<file path="config.mk">
export PLATFORM = sky130hd
export DESIGN_NAME = ram_loader_flat
export DESIGN_NICKNAME = d
export VERILOG_FILES = /design/src/rtl/ram_loader_if.sv /design/src/rtl/ram_loader.sv /design/src/flat_wrapper.sv
export SDC_FILE = /design/constraint.sdc
export NUM_CORES = 1
export LEC_CHECK = 0
export CORE_UTILIZATION = 53
export DETAILED_ROUTE_END_ITERATION = 10
export GPL_ROUTABILITY_DRIVEN = 0
export PLACE_DENSITY = 0.82
export REMOVE_ABC_BUFFERS = 1
export SYNTH_ARGS = -nofsm -noshare
export SYNTH_HDL_FRONTEND = slang
export SYNTH_SLANG_ARGS = --single-unit
</file>
<file path="constraint.sdc">
create_clock -name clk -period 2.9 [get_ports clk]
set_input_delay 0.435 -clock clk [delete_from_list [all_inputs] [get_ports clk]]
set_output_delay 0.435 -clock clk [all_outputs]
set_load 0.05 [all_outputs]
</file>
<file path="src/rtl/ram_loader_if.sv">
// rtl/ram_loader_if.sv - program-stream and RAM bus bundle between loader, source and RAM
//
// Signals:
//   in_data/in_valid/in_ready  byte stream from the program source into the loader
//   address                    one-hot cell select, all-zero when idle
//   data                       write data to RAM
//   ram_in / ram_out           RAM load strobe / RAM output enable
//   ram_q                      RAM gated output, combinational from the selected cell
// Modports: master = loader side, slave = source + RAM side.
interface ram_loader_if #(
    parameter int RAM_SIZE = 16
);
    logic [7:0]          in_data;
    logic                in_valid;
    logic                in_ready;
    logic [RAM_SIZE-1:0] address;
    logic [7:0]          data;
    logic                ram_in;
    logic                ram_out;
    logic [7:0]          ram_q;

    modport master (
        input  in_data, in_valid, ram_q,
        output in_ready, address, data, ram_in, ram_out
    );

    modport slave (
        output in_data, in_valid, ram_q,
        input  in_ready, address, data, ram_in, ram_out
    );
endinterface

</file>
<file path="src/rtl/ram_loader.sv">
// rtl/ram_loader.sv - loads RAM_SIZE bytes into the one-hot RAM, reads them back and checks sums
//
// Ports:
//   clk       system clock, rising edge
//   rst       synchronous active-high reset
//   start     begin a load, sampled only in IDLE
//   bus       ram_loader_if.master: byte stream in, RAM address/data/strobes out, ram_q in
//   busy      high while a load is in progress (WAIT..CHECK)
//   done      one-cycle pulse at end of load
//   error     read-back sum differed from write sum; held until next accepted start
//   checksum  write-phase sum mod 256, held after done
module ram_loader #(
    parameter int RAM_SIZE = 16,
    parameter int ADDR_W   = 4
) (
    input  logic         clk,
    input  logic         rst,
    input  logic         start,
    ram_loader_if.master bus,
    output logic         busy,
    output logic         done,
    output logic         error,
    output logic [7:0]   checksum
);
    localparam logic [2:0] S_IDLE   = 3'd0;
    localparam logic [2:0] S_WAIT   = 3'd1;
    localparam logic [2:0] S_STROBE = 3'd2;
    localparam logic [2:0] S_READ   = 3'd3;
    localparam logic [2:0] S_CHECK  = 3'd4;
    localparam logic [2:0] S_DONE   = 3'd5;

    localparam logic [ADDR_W-1:0]   LAST = ADDR_W'(RAM_SIZE - 1);
    localparam logic [RAM_SIZE-1:0] ONE  = RAM_SIZE'(1);

    logic [2:0]          state_q, state_d;
    logic [ADDR_W-1:0]   index_q, index_d;
    logic [7:0]          hold_q, hold_d;
    logic [7:0]          wsum_q, wsum_d;
    logic [7:0]          rsum_q, rsum_d;
    logic                error_q, error_d;
    logic [7:0]          checksum_q, checksum_d;
    logic [RAM_SIZE-1:0] address_q;
    logic                ram_in_q, ram_out_q, busy_q, done_q;

    always_comb begin
        state_d    = state_q;
        index_d    = index_q;
        hold_d     = hold_q;
        wsum_d     = wsum_q;
        rsum_d     = rsum_q;
        error_d    = error_q;
        checksum_d = checksum_q;
        case (state_q)
            S_IDLE: begin
                if (start) begin
                    index_d = '0;
                    wsum_d  = '0;
                    rsum_d  = '0;
                    error_d = 1'b0;
                    state_d = S_WAIT;
                end
            end
            S_WAIT: begin
                if (bus.in_valid) begin
                    hold_d  = bus.in_data;
                    wsum_d  = wsum_q + bus.in_data;
                    state_d = S_STROBE;
                end
            end
            S_STROBE: begin
                if (index_q == LAST) begin
                    index_d = '0;
                    state_d = S_READ;
                end else begin
                    index_d = index_q + ADDR_W'(1);
                    state_d = S_WAIT;
                end
            end
            S_READ: begin
                // address_q already selects index_q, so ram_q is this cell's value
                rsum_d = rsum_q + bus.ram_q;
                if (index_q == LAST) begin
                    index_d = '0;
                    state_d = S_CHECK;
                end else begin
                    index_d = index_q + ADDR_W'(1);
                end
            end
            S_CHECK: begin
                error_d    = (rsum_q != wsum_q);
                checksum_d = wsum_q;
                state_d    = S_DONE;
            end
            S_DONE:  state_d = S_IDLE;
            default: state_d = S_IDLE;
        endcase
    end

    // Bus outputs are registered from the next state so they line up with
    // the state they belong to rather than lagging it by a cycle.
    always_ff @(posedge clk) begin
        if (rst) begin
            state_q    <= S_IDLE;
            index_q    <= '0;
            hold_q     <= '0;
            wsum_q     <= '0;
            rsum_q     <= '0;
            error_q    <= 1'b0;
            checksum_q <= '0;
            address_q  <= '0;
            ram_in_q   <= 1'b0;
            ram_out_q  <= 1'b0;
            busy_q     <= 1'b0;
            done_q     <= 1'b0;
        end else begin
            state_q    <= state_d;
            index_q    <= index_d;
            hold_q     <= hold_d;
            wsum_q     <= wsum_d;
            rsum_q     <= rsum_d;
            error_q    <= error_d;
            checksum_q <= checksum_d;
            address_q  <= (state_d == S_STROBE || state_d == S_READ) ? (ONE << index_d) : '0;
            ram_in_q   <= (state_d == S_STROBE);
            ram_out_q  <= (state_d == S_READ);
            busy_q     <= (state_d == S_WAIT) || (state_d == S_STROBE) ||
                          (state_d == S_READ) || (state_d == S_CHECK);
            done_q     <= (state_d == S_DONE);
        end
    end

    assign bus.in_ready = (state_q == S_WAIT);
    assign bus.address  = address_q;
    assign bus.data     = hold_q;
    assign bus.ram_in   = ram_in_q;
    assign bus.ram_out  = ram_out_q;
    assign busy         = busy_q;
    assign done         = done_q;
    assign error        = error_q;
    assign checksum     = checksum_q;
endmodule

</file>
<file path="src/flat_wrapper.sv">
// flat-port wrapper written by rule: the top's interface ports become plain ports
module ram_loader_flat 
#(
    parameter int RAM_SIZE = 16,
    parameter int ADDR_W   = 4
)
  (clk, rst, start, busy, done, error, checksum, bus_in_data, bus_in_valid, bus_ram_q, bus_in_ready, bus_address, bus_data, bus_ram_in, bus_ram_out);
  ram_loader_if #(.RAM_SIZE(RAM_SIZE)) bus_i ();
  input  logic clk;
  input  logic rst;
  input  logic start;
  output logic busy;
  output logic done;
  output logic error;
  output logic [7:0] checksum;
  input wire logic [$bits(bus_i.in_data)-1:0] bus_in_data;
  input wire logic [$bits(bus_i.in_valid)-1:0] bus_in_valid;
  input wire logic [$bits(bus_i.ram_q)-1:0] bus_ram_q;
  output wire logic [$bits(bus_i.in_ready)-1:0] bus_in_ready;
  output wire logic [$bits(bus_i.address)-1:0] bus_address;
  output wire logic [$bits(bus_i.data)-1:0] bus_data;
  output wire logic [$bits(bus_i.ram_in)-1:0] bus_ram_in;
  output wire logic [$bits(bus_i.ram_out)-1:0] bus_ram_out;
  assign bus_i.in_data = bus_in_data;
  assign bus_i.in_valid = bus_in_valid;
  assign bus_i.ram_q = bus_ram_q;
  assign bus_in_ready = bus_i.in_ready;
  assign bus_address = bus_i.address;
  assign bus_data = bus_i.data;
  assign bus_ram_in = bus_i.ram_in;
  assign bus_ram_out = bus_i.ram_out;
  ram_loader #(.RAM_SIZE(RAM_SIZE), .ADDR_W(ADDR_W)) u_core (.clk(clk), .rst(rst), .start(start), .bus(bus_i), .busy(busy), .done(done), .error(error), .checksum(checksum));
endmodule
</file>
==> results of run 1 <==
-- power by group --
| part | leakage, nW | internal (mW) | switching, mW |
|---|---|---|---|
| Clock | 0.0983 | 0.418 | 0.337 |
| Combinational | 0.893 | 0.109 | 0.150 |
| Sequential | 0.485 | 0.843 | 0.0217 |
| Total | 1.48 | 1.37 | 0.509 |
-- layout make-up --
cell class,instances,share of cell area (%)
inverter,6,0.617
clock inverter,6,1.75
tap,70,2.40
timing repair buffer,59,16.0
sequential,60,32.9
clock buffer,10,3.77
multi-input combinational,242,42.5
-- metrics by stage --
step	instances	utilization [%]	power (mW)	worst slack, ns	hold slack [ns]
floorplan	308	-	1.04	0.257	0.461
global placement	437	67.1	1.13	0.466	0.442
detailed placement	437	67.1	1.14	0.423	0.447
CTS	453	71.0	1.88	0.334	0.456
global route	453	71.0	1.96	0.242	0.479
finish	453	71.0	1.88	0.324	0.452
-- worst max path at each step --
stage / from / endpoint / slack, ns / cells after the start
2_1_floorplan: u_core.state_q[0]$_SDFF_PP0_ / u_core.bus.address[12]$_SDFF_PP0_ / 0.26 / 5
4_1_cts: u_core.state_q[0]$_SDFF_PP0_ / bus_in_ready / 0.33 / 2
3_3_place_gp: bus_in_data[0] / u_core.wsum_q[6]$_SDFFE_PP0P_ / 0.47 / 8
6_report: u_core.state_q[0]$_SDFF_PP0_ / bus_in_ready / 0.32 / 2
5_1_grt: u_core.state_q[0]$_SDFF_PP0_ / bus_in_ready / 0.24 / 2
3_5_place_dp: bus_in_data[1] / u_core.wsum_q[7]$_SDFFE_PP0P_ / 0.42 / 7
-- flip-flops by register name, indices dropped and copies added (netlist names) --
signal and flops:
u_core.bus.address 16, u_core.bus.data 8, u_core.bus.ram_in 1, u_core.bus.ram_out 1, u_core.busy 1, u_core.checksum 8
u_core.done 1, u_core.error 1, u_core.index_q 4, u_core.rsum_q 8, u_core.state_q 3, u_core.wsum_q 8
-- placed cells by master, fill, tap and decap left out, types with 3 or more instances in the layout --
cell type / netlist / layout
dfxtp_1: 60 / 60
clkdlybuf4s50_1: 0 / 57
nand2_1: 46 / 46
a21oi_1: 28 / 28
nor2_1: 20 / 20
nor3_1: 20 / 20
ha_1: 15 / 15
xnor2_1: 13 / 13
a21o_1: 10 / 10
clkbuf_8: 0 / 10
a22oi_1: 9 / 9
o21ai_0: 7 / 7
inv_1: 6 / 6
and2_1: 5 / 5
a211oi_1: 5 / 5
nand3_1: 5 / 5
nand2b_1: 5 / 5
nor3b_1: 4 / 4
nand4_1: 4 / 4
xor2_1: 4 / 4
o31ai_1: 3 / 3
a22o_1: 3 / 3
-- cells by family (layout without fill, tap and decap cells) --
family / Yosys count / count (layout) / share of synthesized area [%]
and+or+nand+nor: 126 / 126 / 22.0
AOI/OAI and AO/OA: 80 / 80 / 18.6
DFF: 60 / 60 / 42.3
buffers and inverters: 18 / 81 / 3.00
adders and majority gates: 17 / 17 / 8.02
xor gates and xnor gates: 17 / 17 / 5.24
muxes: 2 / 2 / 0.749
-- critical path, stage by stage, from the launching register on --
cell and delay, ns:
dfxtp_1 0.51, nor3b_1 0.40, clkdlybuf4s50_1 0.88
-- layer usage --
layer,share of wire [%],up-vias,routed length [µm],GRT usage [%]
met2,47,75,3010,38.4
li1,-,1257,-,-
met3,4.9,18,314,6.02
met5,0,-,0,0
met4,2.9,0,189,15.4
met1,45,1170,2900,32.9
-- cells in the mapped netlist (4+ instances only) --
cell type,number
dfxtp_1,60
nand2_1,46
a21oi_1,28
nor2_1,20
nor3_1,20
ha_1,15
xnor2_1,13
a21o_1,10
a22oi_1,9
clkbuf_1,8
o21ai_0,7
inv_1,6
a211oi_1,5
and2_1,5
nand2b_1,5
nand3_1,5
nand4_1,4
nor3b_1,4
xor2_1,4
==> flow_metrics.tcl, run 1 <==
set metrics [dict create \
    arrival_ns 2.14 \
    hold_viol_final 0 \
    wl_per_cell_um 14.2 \
    seqCellArea_um2 1200 \
    endpoint_kind "output port" \
    finalSetupViolations 0 \
    cts_tree "yes" \
    min_from "u_core.checksum[0]$_SDFFE_PP0P_" \
    grt_pass1_wl_mm 10.6 \
    status "finished clean" \
    period_minus_slack_ns 2.58 \
    crit_type "register to output port" \
    peakVddDrop_uv 374 \
    synth_top_cell_area_share_pct 42.3 \
    rows 26 \
    min_to "u_core.checksum[0]$_SDFFE_PP0P_" \
    power.density_nw_per_um2 515 \
    worstSkewPairLatency_ns 0.35 \
    die-area_um2 5650 \
    io_pins 58 \
    place_hpwl_mm 4.55 \
    postSynth.asyncResetShare_pct 0 \
    n_fill_cell 439 \
    areaGrowthSynthToFinish_pct 28.6 \
    drt_iter0_drc 155 \
    syn_area_um2 2840 \
    avgSynthCellArea_um2 8.87 \
    drtPass1Iterations 4 \
    wl_mm 6.41 \
    timing.rr.start "u_core.wsum_q[1]$_SDFFE_PP0P_" \
    netlist-cell-type-count 49 \
    reg2reg_slack_ns 0.86 \
    num_vias 2520 \
    drive_gt1_share_pct 6.27 \
    cts_buffer_depth 2 \
    grt_max_degree 36 \
    io_buffer_count 57 \
    root_buffer "clkbuf_8" \
    synth_cells 320 \
    tightest_slew_ns 0.553 \
    cts_buffers 9 \
    die_h_um 75.2 \
    core_um2 5140 \
    worstPathMaxFanout 11 \
    die_x_um 75.2 \
    fin_setup_tns_ns 0 \
    cts_hold_buf 0 \
    n_antenna_cell 0 \
    synth-main-ff-cell "dfxtp_1" \
    synth-edff-count 0 \
    grt_pass1_vias 2262 \
    antenna_found_initial 0 \
    htreeDepth 3 \
    clkSinkCount 60 \
    cap_viol_max_count 0 \
    ant_nets 0 \
    slew_headroom_pct 63.0 \
    initial_core_util_pct 55.2 \
    place_area_um2 3450 \
    worstReg2RegEnd "u_core.wsum_q[7]$_SDFFE_PP0P_" \
    nets 415 \
    rsz0062_at_grt "false" \
    max_freq_mhz 388 \
    ys_warn_count 0 \
    grt_overflow 0 \
    min_period_over_period_pct 88.8 \
    path_clk_slew_ns 0.07 \
    grt_use_total_pct 25.4 \
    finClkSkew_ns 0.0105 \
    multi_input_area_um2 1550 \
    synth_area_leaders "dfxtp_1 42%, ha_1 6.6%, nand2_1 6.1%, a21oi_1 4.9%, xnor2_1 4.0%" \
    synth-seq-cells 60 \
    setup.worst_path.start_class "register" \
    drv_slew 0 \
    synth_seq_area_share_pct 42.3 \
    route.detailed.drc 0 \
    ctsResizeCount 0 \
    cp.required_ns 2.47 \
    hold_path.class "register to register" \
    yosysTopAreaCell "dfxtp_1" \
    viasPerCell 5.56 \
    ff2ff_path_depth 6 \
    p_leak_nw 1.48 \
    holdPathStages 2 \
    fin_area_um2 3650 \
    post_cts_buffers 0 \
]
Note: power is estimated with default switching activity, not from simulation.
==> inputs of run 2 (changes only) <==
- CTS_CLUSTER_SIZE: unset -> 8
- SKIP_LAST_GASP: unset -> 1
==> results of run 2 <==
Final layout, timing and power as in run 1 (identical DEF).
